==> src/rtl/ext_feeder.sv <==
// Host-side feeder for the pico core's external input: FIFO-buffers host words and
// presents each on ext_data_o with a rising edge on ext_int_o. Optional: EXT_FEEDER_ECHO_EN.
module ext_feeder #(
    parameter int unsigned N         = 16,
    parameter int unsigned DEPTH     = 4,
    parameter int unsigned PULSE_LEN = 2,
    parameter int unsigned GAP       = 8
) (
    input  logic                       clk_i,
    input  logic                       rst_i,
    input  logic [N-1:0]               host_data_i,
    input  logic                       host_valid_i,
    output logic                       host_ready_o,
    input  logic                       halt_i,
    output logic [N-1:0]               ext_data_o,
    output logic                       ext_int_o,
    output logic                       busy_o,
    output logic [$clog2(DEPTH+1)-1:0] count_o
`ifdef EXT_FEEDER_ECHO_EN
    ,
    input  logic [N-1:0]               result_i,
    output logic [N-1:0]               echo_o,
    output logic                       echo_valid_o
`endif
);

    localparam int unsigned CW   = $clog2(DEPTH + 1);
    localparam int unsigned PW   = $clog2(DEPTH);
    localparam int unsigned TMAX = (PULSE_LEN > GAP) ? PULSE_LEN : GAP;
    localparam int unsigned TW   = $clog2(TMAX + 1);

    typedef enum logic [1:0] {
        IDLE,
        SETUP,
        PULSE,
        HOLD
    } state_t;

    state_t        state;
    state_t        state_next;
    logic [TW-1:0] timer;
    logic [TW-1:0] timer_next;
    logic          load;
    logic          pop;
    logic          push;
    logic          int_next;

    logic [N-1:0]  mem [DEPTH];
    logic [PW-1:0] wr_ptr;
    logic [PW-1:0] rd_ptr;

    // Ready depends only on the registered count, so a pop cannot make room in the same cycle.
    assign host_ready_o = (count_o != CW'(DEPTH)) & ~rst_i;
    assign push         = host_valid_i & host_ready_o;
    assign busy_o       = (state != IDLE);

    always_ff @(posedge clk_i) begin
        if (rst_i) begin
            state <= IDLE;
            timer <= '0;
        end else begin
            state <= state_next;
            timer <= timer_next;
        end
    end

    always_comb begin
        state_next = state;
        timer_next = timer;
        load       = 1'b0;
        pop        = 1'b0;
        case (state)
            IDLE: begin
                if ((count_o != '0) && !halt_i) begin
                    load       = 1'b1;
                    state_next = SETUP;
                end
            end
            SETUP: begin
                state_next = PULSE;
                timer_next = '0;
            end
            PULSE: begin
                if (timer == TW'(PULSE_LEN - 1)) begin
                    state_next = HOLD;
                    timer_next = '0;
                end else begin
                    timer_next = timer + TW'(1);
                end
            end
            HOLD: begin
                if (timer == TW'(GAP - 1)) begin
                    state_next = IDLE;
                    timer_next = '0;
                    pop        = 1'b1;
                end else begin
                    timer_next = timer + TW'(1);
                end
            end
            default: state_next = IDLE;
        endcase
        // Registered next-state decode keeps ext_int_o glitch-free and aligned with PULSE.
        int_next = (state_next == PULSE);
    end

    always_ff @(posedge clk_i) begin
        if (push) begin
            mem[wr_ptr] <= host_data_i;
        end
    end

    always_ff @(posedge clk_i) begin
        if (rst_i) begin
            wr_ptr     <= '0;
            rd_ptr     <= '0;
            count_o    <= '0;
            ext_data_o <= '0;
            ext_int_o  <= 1'b0;
        end else begin
            ext_int_o <= int_next;
            if (load) begin
                ext_data_o <= mem[rd_ptr];
            end
            if (push) begin
                wr_ptr <= wr_ptr + PW'(1);
            end
            if (pop) begin
                rd_ptr <= rd_ptr + PW'(1);
            end
            case ({push, pop})
                2'b10:   count_o <= count_o + CW'(1);
                2'b01:   count_o <= count_o - CW'(1);
                default: count_o <= count_o;
            endcase
        end
    end

`ifdef EXT_FEEDER_ECHO_EN
    always_ff @(posedge clk_i) begin
        if (rst_i) begin
            echo_o       <= '0;
            echo_valid_o <= 1'b0;
        end else begin
            echo_valid_o <= pop;
            if (pop) begin
                echo_o <= result_i;
            end
        end
    end
`endif

endmodule

==> config.mk <==
export PLATFORM = sky130hd
export DESIGN_NAME = ext_feeder
export DESIGN_NICKNAME = d
export VERILOG_FILES = /design/src/rtl/ext_feeder.sv
export SDC_FILE = /design/constraint.sdc
export NUM_CORES = 1
export LEC_CHECK = 0
export CAP_MARGIN = 40
export CELL_PAD_IN_SITES_DETAIL_PLACEMENT = 1
export CELL_PAD_IN_SITES_GLOBAL_PLACEMENT = 2
export CORE_AREA = 2 2 115 89
export CTS_CLUSTER_SIZE = 40
export DETAILED_ROUTE_END_ITERATION = 10
export DIE_AREA = 0 0 117 91
export PLACE_DENSITY = 0.8
export SLEW_MARGIN = 5
export SYNTH_ARGS = -nofsm -noshare
export SYNTH_HDL_FRONTEND = slang
export SYNTH_SLANG_ARGS = --single-unit
export TNS_END_PERCENT = 5
==> constraint.sdc <==
create_clock -name clk_i -period 2.9 [get_ports clk_i]
set_input_delay 0.29 -clock clk_i [delete_from_list [all_inputs] [get_ports clk_i]]
set_output_delay 0.29 -clock clk_i [all_outputs]
set_load 0.01 [all_outputs]
* Word level (Yosys, flattened, before mapping)
Memories as Yosys holds them, arrays and structs flattened. A register that Yosys moved wholly into a read port is not among the register bits. Cells that the tools add are included.
Cells by class: mux-type cells 14, bitwise operators 3, magnitude comparators 0, divide/modulo/power cells 0, add/sub/neg operators 5, shift-type cells 0, reductions and logical operators 7, multipliers 0, equal/unequal tests 9
Operators by type and width (number):
- $pmux W4 S3 | 1
- $eq A2 B2 Y1 const B | 4
- $mux W4 | 2
- $pmux W2 S4 | 1
- $mux W1 | 6
- $mux W2 | 3
- $pmux W3 S2 | 1
- $reduce_bool A3 Y1 | 2
- $add A2 B1 Y2 const B | 2
- $add A4 B1 Y4 const B | 1
- $eq A2 B1 Y1 const B | 2
- $eq A4 B1 Y1 const B | 1
- $eq A4 B3 Y1 const B | 1
- $reduce_bool A2 Y1 | 2
- $add A3 B1 Y3 const B | 1
- $ne A3 B3 Y1 const B | 1
- $sub A3 B1 Y3 const B | 1
- $and A1 B1 Y1 | 2
- $logic_not A2 Y1 | 1
- $logic_and A1 B1 Y1 | 1
- $logic_not A1 Y1 | 1
- $not A1 Y1 | 1
Word-level totals: memory bits (writable) 64, output and inout bits 22, register bits after elaboration 14, memories kept 1, latch bits 0, ROM bits 0, logic and storage cells 45
Memories:
- mem | depth 4, width 16, read ports 1, clocked after memory_dff 1, write ports 1, RTL line 48 | logic [N-1:0] mem [DEPTH];

* Logic depth before layout (Yosys ltp)
Gate-level depths: netlist of the first run.
word-level depth 5, gate-level depth with buffers 8, mapped depth without buffers 8

* Least setup slack after synthesis of the first run
Ideal clock, no wire load.
path kind register -> register, start point register count_o[0], end point register count_o[2], data required time 2829 ps, stages on the path, launching flop included 9, buffers on the path 0, period minus slack after synthesis 2234 ps, slack 666 ps, arrival 2163 ps, cells stage by stage dfxtp_1 nor2_1 a211oi_2 inv_1 ha_1 fa_1 xnor2_1 or3_1 a21oi_1
Between the ends: longest elaborated chain between the ends 5, elaborated cells on any way between the ends 9
Ends and longest elaborated chain:
- from (decl) | RTL line 18 | output logic [$clog2(DEPTH+1)-1:0] count_o
- from (signal assigned) | RTL line 131 | 2'b10: count_o <= count_o + CW'(1);
- from (signal assigned) | RTL line 132 | 2'b01: count_o <= count_o - CW'(1);
- from (signal assigned) | RTL line 133 | default: count_o <= count_o;
- $ne A3 B3 Y1 | RTL line 53 | assign host_ready_o = (count_o != CW'(DEPTH)) & ~rst_i;
- $and A1 B1 Y1 | RTL line 53
- $and A1 B1 Y1 | RTL line 54 | assign push = host_valid_i & host_ready_o;
- $eq A2 B1 Y1 / $eq A2 B2 Y1 (equally long branches) | RTL line 130 | case ({push, pop})
- $pmux W3 S2 / $reduce_bool A2 Y1 (equally long branches)
Parallel ways exist; a longest one is shown, timed or not. A chain may end at the register's enable or synchronous reset.

* Final worst setup path of the first run
start point register timer[0], end point register count_o[2]
Between the ends: longest elaborated chain between the ends 5, elaborated cells on any way between the ends 7
Ends and longest elaborated chain:
- from (decl) | RTL line 41 | logic [TW-1:0] timer;
- from (signal assigned) | RTL line 63 | timer <= timer_next;
- $eq A4 B3 Y1 (*) | RTL line 92 | if (timer == TW'(GAP - 1)) begin
- $mux W1 (*) | RTL line 92
- $mux W1 (*) | RTL line 72 | case (state)
- via pop | RTL line 44 | logic pop;
- $eq A2 B1 Y1 / $eq A2 B2 Y1 (equally long branches) | RTL line 130
- $pmux W3 S2 / $reduce_bool A2 Y1 (equally long branches)
Mark *: on every way through the listed nets, which the timed path passes. The rest lies on a longest branch.

==> summary.md, run 1 <==
| Metric | Value |
|---|---|
| Status | `completed` |
| Ys async rst share | `0` |
| Reg-to-Reg Start | `timer[0]` |
| Starting DRC count in detailed routing | `around 130` |
| Die Wd | `roughly 120 um` |
| Mapped Cells | `242` |
| Synth Cell Area | `3652 um2` |
| Initial Utilization | `0.3843` |
| Post-CTS Setup Inserts | `0` |
| DP Area | `4238 um2` |
| Grt total ovfl | `0` |
| Minimum clock period | `2.211 ns` |
| CP Cell Sequence | `ha_1 -> nand3_1 -> nor3_1 -> ha_1 -> fa_1 -> xnor2_1 -> or3_1 -> a21oi_1` |
| Register area share after synthesis | `0.6906` |
| Max Slew Vio Count | `0` |
| PortBufs | `41` |
| Worst-path clk slew | `about 0.060 ns` |
| Core footprint | `roughly 9500 um2` |
| Setup ws final | `0.6892 ns` |
| Synth unique cells | `34` |
| Hold buffers post-CTS | `0` |
| Req. time, crit path | `between 3 and 4 ns` |
| Tot GR Track Use | `0.1605` |
| Htree depth | `3` |
| Final TNS setup | `0 ns` |
| WL/cell | `17.70 um` |
| Vias per Instance | `5.007` |
| Ports | `42` |
| Worst path most repeated cell | `ha_1` |
| Final Hold Viols | `0` |
| CTS resizes | `0` |
| TritonCTS Buffers | `9` |
| Drt pass-1 iters | `4` |
| Placed cell count | `roughly 410` |
| Synth top area share | `0.5262` |
| Worst Setup SP | `timer[0]` |
| Fillers | `between 900 and 1,000` |
| HPWL after DPL | `4963 um` |
| Number of max-cap violations | `0` |
| Cell family with most CP delay | `simple AND/OR/NAND/NOR gates` |
| Worst EP arrival | `2.48 ns` |
| Synth area leaders | `edfxtp_1, dfxtp_1, mux4_2, nand2_1, a21oi_1` |
| Diode count | `0` |
| Global-route wire length before repair | `12,720 um` |
| Synth Flop Type | `edfxtp_1` |
| WP buf/inv | `0` |
| Slowest stage delay, CP | `0.40 ns` |
| Final Non-Filler Cells | `429` |
| Power per standard cell area | `608.4 nW/um2` |
| Number of synthesized flops with an enable pin | `64` |
| RSZ-0062 raised after global routing | `no` |
| Final ANT Viol Nets | `0` |
| Routability cong. | `0.7898` |
| Max Clk Rate | `approximately 0.45 GHz` |
| Synth Warn # | `0` |
| Layout area overhead | `23.33%` |
| Worst Tran Pin Value | `just under 0.8 ns` |
| Setup-failing EPs final | `0` |
| Clk_lat worst skew | `0.33 ns` |
| Routed WL | `7592 um` |
| Via count | `2,148` |
| Slowest cell on crit path | `dfxtp_1` |
| Syn Area/Cell | `15.09 um2` |
| Hold Path Class | `reg2reg` |
| Rows | `31` |
| Commonest non-fill, non-tap cell in the layout | `edfxtp_1` |
| Most frequent cells in the layout | `edfxtp_1, clkdlybuf4s50_1, nand2_1` |
| Initial antenna violation count | `0` |
| CTS tree | `done` |
| Max FO, Critical Path | `5` |
| Critical path class | `reg2reg` |
| Syn_nets | `270` |
| CP Launch Type | `register` |
| Final Cycle Share | `0.7623` |
| Die height | `91 um` |
| Final Net Count | `320` |
| Root buffer cell | `clkbuf_16` |
| Yosys reg bits | `94` |
| Pin count of the biggest net entering global routing | `32` |
| Vias in the first global route | `approximately 2,400` |
| Final instance area | `4504 um2` |
| Clock sink count | `94` |
| Clock Skew | `0.004853 ns` |
| Residual DRC | `0` |
| Dpl ws | `0.5414 ns` |
| Cell accounting for the most synthesized area | `edfxtp_1` |
| Worst-case clock buffer depth | `2` |
| Hold WS | `0.4529 ns` |
| Layout cells sized above 1 | `0.1414` |
| Pleak | `1.459 nW` |
| Worst vdd ir | `0.3502 mV` |
| Slew Limit Headroom | `0.4829` |
| Worst setup EP type | `register` |
| Hold Crit Start | `ext_data_o[8]` |
| Die Area | `10,650 um2` |
[cell usage after synthesis (4+ instances only)]
cell	instances
edfxtp_1	64
inv_1	9
nand3_1	4
ha_1	7
mux4_2	16
and2_1	4
nor2_1	8
dfxtp_1	30
a21oi_1	22
buf_2	4
nand2_1	35
[worst paths after layout]
path | to | slack, ns | depth (start not counted)
worst max-delay path | count_o[2] | 0.69 | 8
worst min-delay path | ext_data_o[8] | 0.45 | 2
worst min register to register | ext_data_o[8] | 0.45 | 2
worst max register to register | count_o[2] | 0.69 | 8
[area by class of cell]
| class | instances | area [um2] | share of cell area |
|---|---|---|---|
| repair buffers | 50 | 485.5 | 0.1078 |
| inverters | 9 | 33.78 | 0.007500 |
| well taps | 132 | 165.2 | 0.03667 |
| clock buffers | 11 | 232.7 | 0.05167 |
| flip-flops and latches | 94 | 2522 | 0.5600 |
| clock inverters | 5 | 33.78 | 0.007500 |
| multi-input cells | 128 | 1031 | 0.2289 |
[worst register-to-register path, stage by stage, from the launching register on]
cell	delay [ns]
dfxtp_1	0.40
ha_1	0.25
nand3_1	0.11
nor3_1	0.39
ha_1	0.29
fa_1	0.20
xnor2_1	0.07
or3_1	0.30
a21oi_1	0.14
[report_power, final]
part | switching [mW] | leakage, nW | internal (mW)
sequential | 0.0215 | 0.825 | 1.47
clock | 0.481 | 0.128 | 0.583
combinational | 0.0950 | 0.507 | 0.0870
[stage by stage]
step	utilization	total power, mW
2_1_floorplan	-	1.607
3_3_place_gp	0.4444	1.701
3_5_place_dp	0.4460	1.709
4_1_cts	0.4740	2.773
5_1_grt	0.4740	2.857
6_report	0.4740	2.740
[per-layer routing]
metal	vias up	routed length, um	part of all wire	global-route usage
li1	990	-	-	-
met1	1110	3488	0.46	0.2122
met2	38	3743	0.49	0.2582
met3	10	270	0.036	0.04673
met4	0	89	0.012	0.04412
met5	-	0	0	0
[sequential cells by signal (all words and copies together) (netlist names)]
name        cells
count_o         3
ext_data_o     16
ext_int_o       1
mem            64
rd_ptr          2
state           2
timer           4
wr_ptr          2
[cell families (layout without fill, tap and decap cells)]
kind of cell / Yosys count / in the layout / share of synthesized area
DFF: 94 / 94 / 0.6906
AOI/OAI and AO/OA: 32 / 32 / 0.05104
adders and majority gates: 8 / 8 / 0.02946
muxes: 17 / 17 / 0.1014
buffers and inverters: 20 / 75 / 0.02706
xor gates and xnor gates: 5 / 5 / 0.01199
and+or+nand+nor: 66 / 66 / 0.08839
No activity file was read; power rests on OpenSTA's default activity.
==> run 2: changes to the inputs <==
==> constraint.sdc (replaced) <==
create_clock -name clk_i -period 2.3 [get_ports clk_i]
set_input_delay 0.23 -clock clk_i [delete_from_list [all_inputs] [get_ports clk_i]]
set_output_delay 0.23 -clock clk_i [all_outputs]
set_load 0.01 [all_outputs]
==> summary.md, run 2 (synthesis gave the netlist of run 1 again) <==
| Metric | Value |
|---|---|
| Status | `completed` |
| Die height | `91 um` |
| Tot GR Track Use | `0.1557` |
| Hold WS | `between 0.4 and 0.5 ns` |
| Largest Register | `mem` |
| Layout area overhead | `24.91%` |
| Worst vdd ir | `0.4094 mV` |
| HPWL after DPL | `5183 um` |
| Critical path class | `reg2reg` |
| Clock sink count | `94` |
| Max Slew Vio Count | `0` |
| Final Non-Filler Cells | `435` |
| Diode count | `0` |
| Layout cells sized above 1 | `0.1650` |
| Vias in the first global route | `roughly 2,300` |
| Worst EP arrival | `2.38 ns` |
| Setup-failing EPs final | `0` |
| Placed cell count | `419` |
| Root buffer cell | `clkbuf_16` |
| Clk_lat worst skew | `0.34 ns` |
| Global-route wire length before repair | `12,080 um` |
| Final instance area | `4562 um2` |
| Max FFs per register | `64` |
| Max Clk Rate | `0.4725 GHz` |
| Worst-path clk slew | `about 0.060 ns` |
| Worst setup EP type | `register` |
| Power per standard cell area | `760.7 nW/um2` |
| Max FO, Critical Path | `5` |
| WL/cell | `between 15 and 20 um` |
| Largest regs | `mem: 64 flops, ext_data_o: 16 flops, timer: 4 flops` |
| Worst-case clock buffer depth | `2` |
| TritonCTS Buffers | `9` |
| Final Hold Viols | `0` |
| Routed WL | `between 7000 and 8000 um` |
| Starting DRC count in detailed routing | `78` |
| Final Net Count | `326` |
| CP Launch Type | `register` |
| Area of the multi-input gates | `1036 um2` |
| FF-to-FF setup slack | `0.18 ns` |
| Die Wd | `roughly 120 um` |
| Residual DRC | `0` |
| FF/Latch Area | `2525 um2` |
| Die Area | `10,650 um2` |
| Pleak | `1.494 nW` |
| CTS tree | `done` |
| Ports | `42` |
| Drt pass-1 iters | `4` |
| Fillers | `948` |
| Initial Utilization | `0.3843` |
| Htree depth | `3` |
| Clock Skew | `0.007487 ns` |
| Minimum clock period | `around 2.1 ns` |
| Final ANT Viol Nets | `0` |
| Hold Path Class | `reg2reg` |
| Grt total ovfl | `0` |
| Pin count of the biggest net entering global routing | `32` |
| Vias per Instance | `~4.9` |
| Req. time, crit path | `around 2.6 ns` |
| RSZ-0062 raised after global routing | `no` |
| PortBufs | `41` |
| Routability cong. | `about 0.74` |
| Number of max-cap violations | `0` |
| DP Area | `4288 um2` |
| Final Cycle Share | `0.9201` |
| Slew Limit Headroom | `0.6852` |
| Via count | `2,140` |
| Commonest non-fill, non-tap cell in the layout | `edfxtp_1` |
| Worst Tran Pin Value | `0.4686 ns` |
| Most frequent cells in the layout | `edfxtp_1, clkdlybuf4s50_1, nand2_1` |
| Post-CTS Setup Inserts | `0` |
| Rows | `31` |
| Core footprint | `9503 um2` |
| Initial antenna violation count | `0` |
[run 2: cell types whose count changed in the layout (fill, tap and decap cells not counted), moves of 2 or more]
cell / previous run / this run
buf_4: 8 / 14
dfxtp_2: 0 / 2
dfxtp_1: 30 / 28
clkinv_4: 0 / 2
[run 2: repair_timing]
item                       CTS  global route
setup endpoints to repair    0             1
hold buffers                 0             0
resized for setup            0             3
[run 2: per-stage QoR]
stage               setup slack, ns   TNS, ns  power (mW)    util
finish                       0.1837         0       3.470  0.4801
global route                0.05758         0       3.598  0.4801
CTS                          0.1204         0       3.507  0.4793
detailed placement         -0.02217  -0.02217       2.159  0.4512
global placement            0.06248         0       2.149  0.4512
floorplan                   0.06569         0       2.026       -
[run 2: routing by layer]
| metal | share of wire | vias up | track usage |
|---|---|---|---|
| met5 | 0 | - | 0 |
| met4 | 0.016 | 0 | 0.06471 |
| met3 | 0.036 | 9 | 0.04539 |
| met2 | 0.47 | 38 | 0.2423 |
| met1 | 0.47 | 1087 | 0.2036 |
| li1 | - | 1006 | - |
[run 2: worst paths after layout]
| path | start | cells after the start | endpoint |
|---|---|---|---|
| setup / recovery | timer[0] | 8 | count_o[2] |
| hold / removal | ext_data_o[6] | 2 | ext_data_o[6] |
| setup reg to reg | timer[0] | 8 | count_o[2] |
| hold reg to reg | ext_data_o[6] | 2 | ext_data_o[6] |
[run 2: power breakdown]
group / leakage, nW / internal (mW) / switching (mW)
sequential: 0.825 / 1.86 / 0.0257
combinational: 0.539 / 0.115 / 0.121
clock: 0.129 / 0.734 / 0.618
total: 1.49 / 2.71 / 0.764
[run 2: cell type report]
cell class / instances / area share
timing repair buffer: 56 / 0.1174
tap: 132 / 0.03620
clock buffer: 11 / 0.05101
multi-input combinational: 128 / 0.2271
inverter: 9 / 0.007405
clock inverter: 5 / 0.007405
sequential: 94 / 0.5535
[run 2: worst max-delay path, stage by stage, from the launching register on]
cell and delay, ns:
dfxtp_1 0.35, ha_1 0.26, nand3_1 0.13, nor3_2 0.06
ha_1 0.24, fa_1 0.38, xnor2_1 0.15, or3_1 0.31
a21oi_1 0.16
==> patch: new RTL, flow settings as in run 1 <==
Set the parameter `GAP` to 4 (it was 8).
--- a/src/rtl/ext_feeder.sv
+++ b/src/rtl/ext_feeder.sv
@@ -4,7 +4,7 @@
     parameter int unsigned N         = 16,
     parameter int unsigned DEPTH     = 4,
     parameter int unsigned PULSE_LEN = 2,
-    parameter int unsigned GAP       = 8
+    parameter int unsigned GAP       = 4
 ) (
     input  logic                       clk_i,
     input  logic                       rst_i,
Behaviour: not the same (a bounded check fails within 10 cycles, from zero or initial values and one cycle with rst_i high).
==> patch against run 1 <==
- utilization increased by 0.75 points
- worst setup slack got worse by 0.15 ns
- count of clock-buffer cells in the layout did not move
- sequential power about the same
- die area unchanged
- final cell count is 0.47% higher
- non-clock buffer count is 3 higher
- routed wire length is 4.4% higher
- power up 1.3%
- design area up 1.6%
- area after synthesis grew 2.5%
- sequential cell count shrank 1
- clock skew hardly changed
- largest cell class unchanged
- highest routed layer unchanged
==> patch: results (changes against run 1) <==
[metrics] status: completed
[metrics] number of global-route vias before repair: 2,266 (-4.0%)
[metrics] global-route wire length before repair: 12,460 um (-2.1%)
[metrics] per-cell routed wire length: 18.39 um (+3.9%)
[metrics] routed vias/inst: 5.100 (+1.9%)
[metrics] critical path's largest stage delay: 0.38 ns (-0.02 ns)
[metrics] final net count: 324 (+1.3%)
[metrics] post-synthesis sequential area ratio: 0.6684 (-0.02220)
[metrics] ranking of synthesized cells by area: sky130_fd_sc_hd__edfxtp_1 51%, sky130_fd_sc_hd__dfxtp_1 16%, sky130_fd_sc_hd__mux4_1 5.6%
[metrics] proportion of power drawn by the clock network: 0.384 (-0.004)
[metrics] Pre-antenna DRT Iters: 4 (unchanged)
[metrics] registers with the most flip-flops: mem: 64 flops, ext_data_o: 16 flops
[metrics] HPWL after detailed placement: 5251 um (+5.8%)
[metrics] clock-pin slew of the registers on the worst-case setup and hold paths: 0.06 ns (about the same)
[metrics] proportion of layout cells with a drive suffix above 1: 0.1237 (-0.01767)
[metrics] Peak supply drop: 0.3208 mV (-8.4%)
[metrics] maximum fanout along the worst path: 4 (-1)
[metrics] Net Sw Power: 0.0006295 W (+5.4%)
[metrics] Total GRT Usage: 0.1617 (+0.001229)
[metrics] beginning of the worst hold path: ext_data_o[0]
[metrics] Slew Limit Headroom: 0.4483 (-0.03463)
[metrics] global placer's final weighted congestion: 0.7048 (-11%)
[metrics] CP Data Arrival Time: 2.64 ns (+0.16 ns)
[metrics] static leakage: 1.513 nW (+3.6%)
[metrics] nets in the synthesized netlist: 275 (+1.9%)
[metrics] library cell contributing the largest single delay on the critical path: sky130_fd_sc_hd__dfxtp_1
[metrics] category of cells accounting for the largest share of critical-path delay: adder cells
[metrics] Worst Clk Skew: 0.005139 ns (+0.0002861 ns)
[metrics] largest net degree at the start of global routing: 29 (-9.4%)
-- patch: changes by cell type in the layout (fill, tap and decap cells not counted), moves of 4 or more --
cell / delta
sky130_fd_sc_hd__mux4_2: -8
sky130_fd_sc_hd__mux4_1: +8
sky130_fd_sc_hd__nand3_1: +13
sky130_fd_sc_hd__buf_4: +4
sky130_fd_sc_hd__o21ai_1: +9
sky130_fd_sc_hd__o21ai_0: +5
sky130_fd_sc_hd__nand2_1: -31
-- patch: power by group through the flow --
stage / Sequential (W) / Combinational [W] / Clock [W]
4_1_cts: 0.00149 / 0.000221 / 0.00110
3_3_place_gp: 0.00152 / 0.000213 / 0
3_5_place_dp: 0.00152 / 0.000220 / 0
6_report: 0.00149 / 0.000218 / 0.00107
2_1_floorplan: 0.00152 / 0.000105 / 0
5_1_grt: 0.00150 / 0.000239 / 0.00114
-- patch: final cells by class --
type                            instances  area [um^2]  area share
Clock buffer                           11        232.7     0.05086
Multi-Input combinational cell        126         1100      0.2404
Clock inverter                          5        33.78    0.007383
Inverter                               11        41.29    0.009024
Tap cell                              132        165.2     0.03610
Timing Repair Buffer                   53        500.5      0.1094
Sequential cell                        93         2502      0.5469
-- patch: metrics by stage --
step	hold slack (ns)	power [W]	setup slack, ns	cells	instance area (um^2)
after floorplan	0.3889	0.001624	0.7701	245	3744
after global routing	0.5092	0.002878	0.3805	431	4576
final	0.4849	0.002777	0.5354	431	4576
after global placement	0.4625	0.001731	0.6248	415	4309
after CTS	0.4879	0.002814	0.5079	431	4576
after detailed placement	0.4790	0.001742	0.5312	415	4309
-- patch: kinds of logic after synthesis --
| kind of cell | count (synthesis) | synth area share |
|---|---|---|
| simple gates | 52 | 0.07921 |
| buf+inv | 26 | 0.03777 |
| xor+xnor | 4 | 0.009360 |
| fa+ha+maj | 10 | 0.03543 |
| mux | 18 | 0.1100 |
| flops | 93 | 0.6684 |
| compound gates | 42 | 0.05982 |
-- patch: worst paths after layout --
| kind | slack, ns | cells past startpoint | end |
|---|---|---|---|
| setup / recovery | 0.54 | 9 | count_o[2] |
| hold / removal | 0.48 | 2 | ext_data_o[0] |
| setup reg to reg | 0.54 | 9 | count_o[2] |
| hold reg to reg | 0.48 | 2 | ext_data_o[0] |
-- patch: per-layer routing --
| metal | part of all wire | vias to the layer above | GRT usage |
|---|---|---|---|
| li1 | - | 1028 | - |
| met1 | 0.47 | 1131 | 0.2173 |
| met2 | 0.49 | 30 | 0.2514 |
| met3 | 0.031 | 9 | 0.04606 |
| met4 | 0.012 | 0 | 0.05588 |
| met5 | 0 | - | 0 |
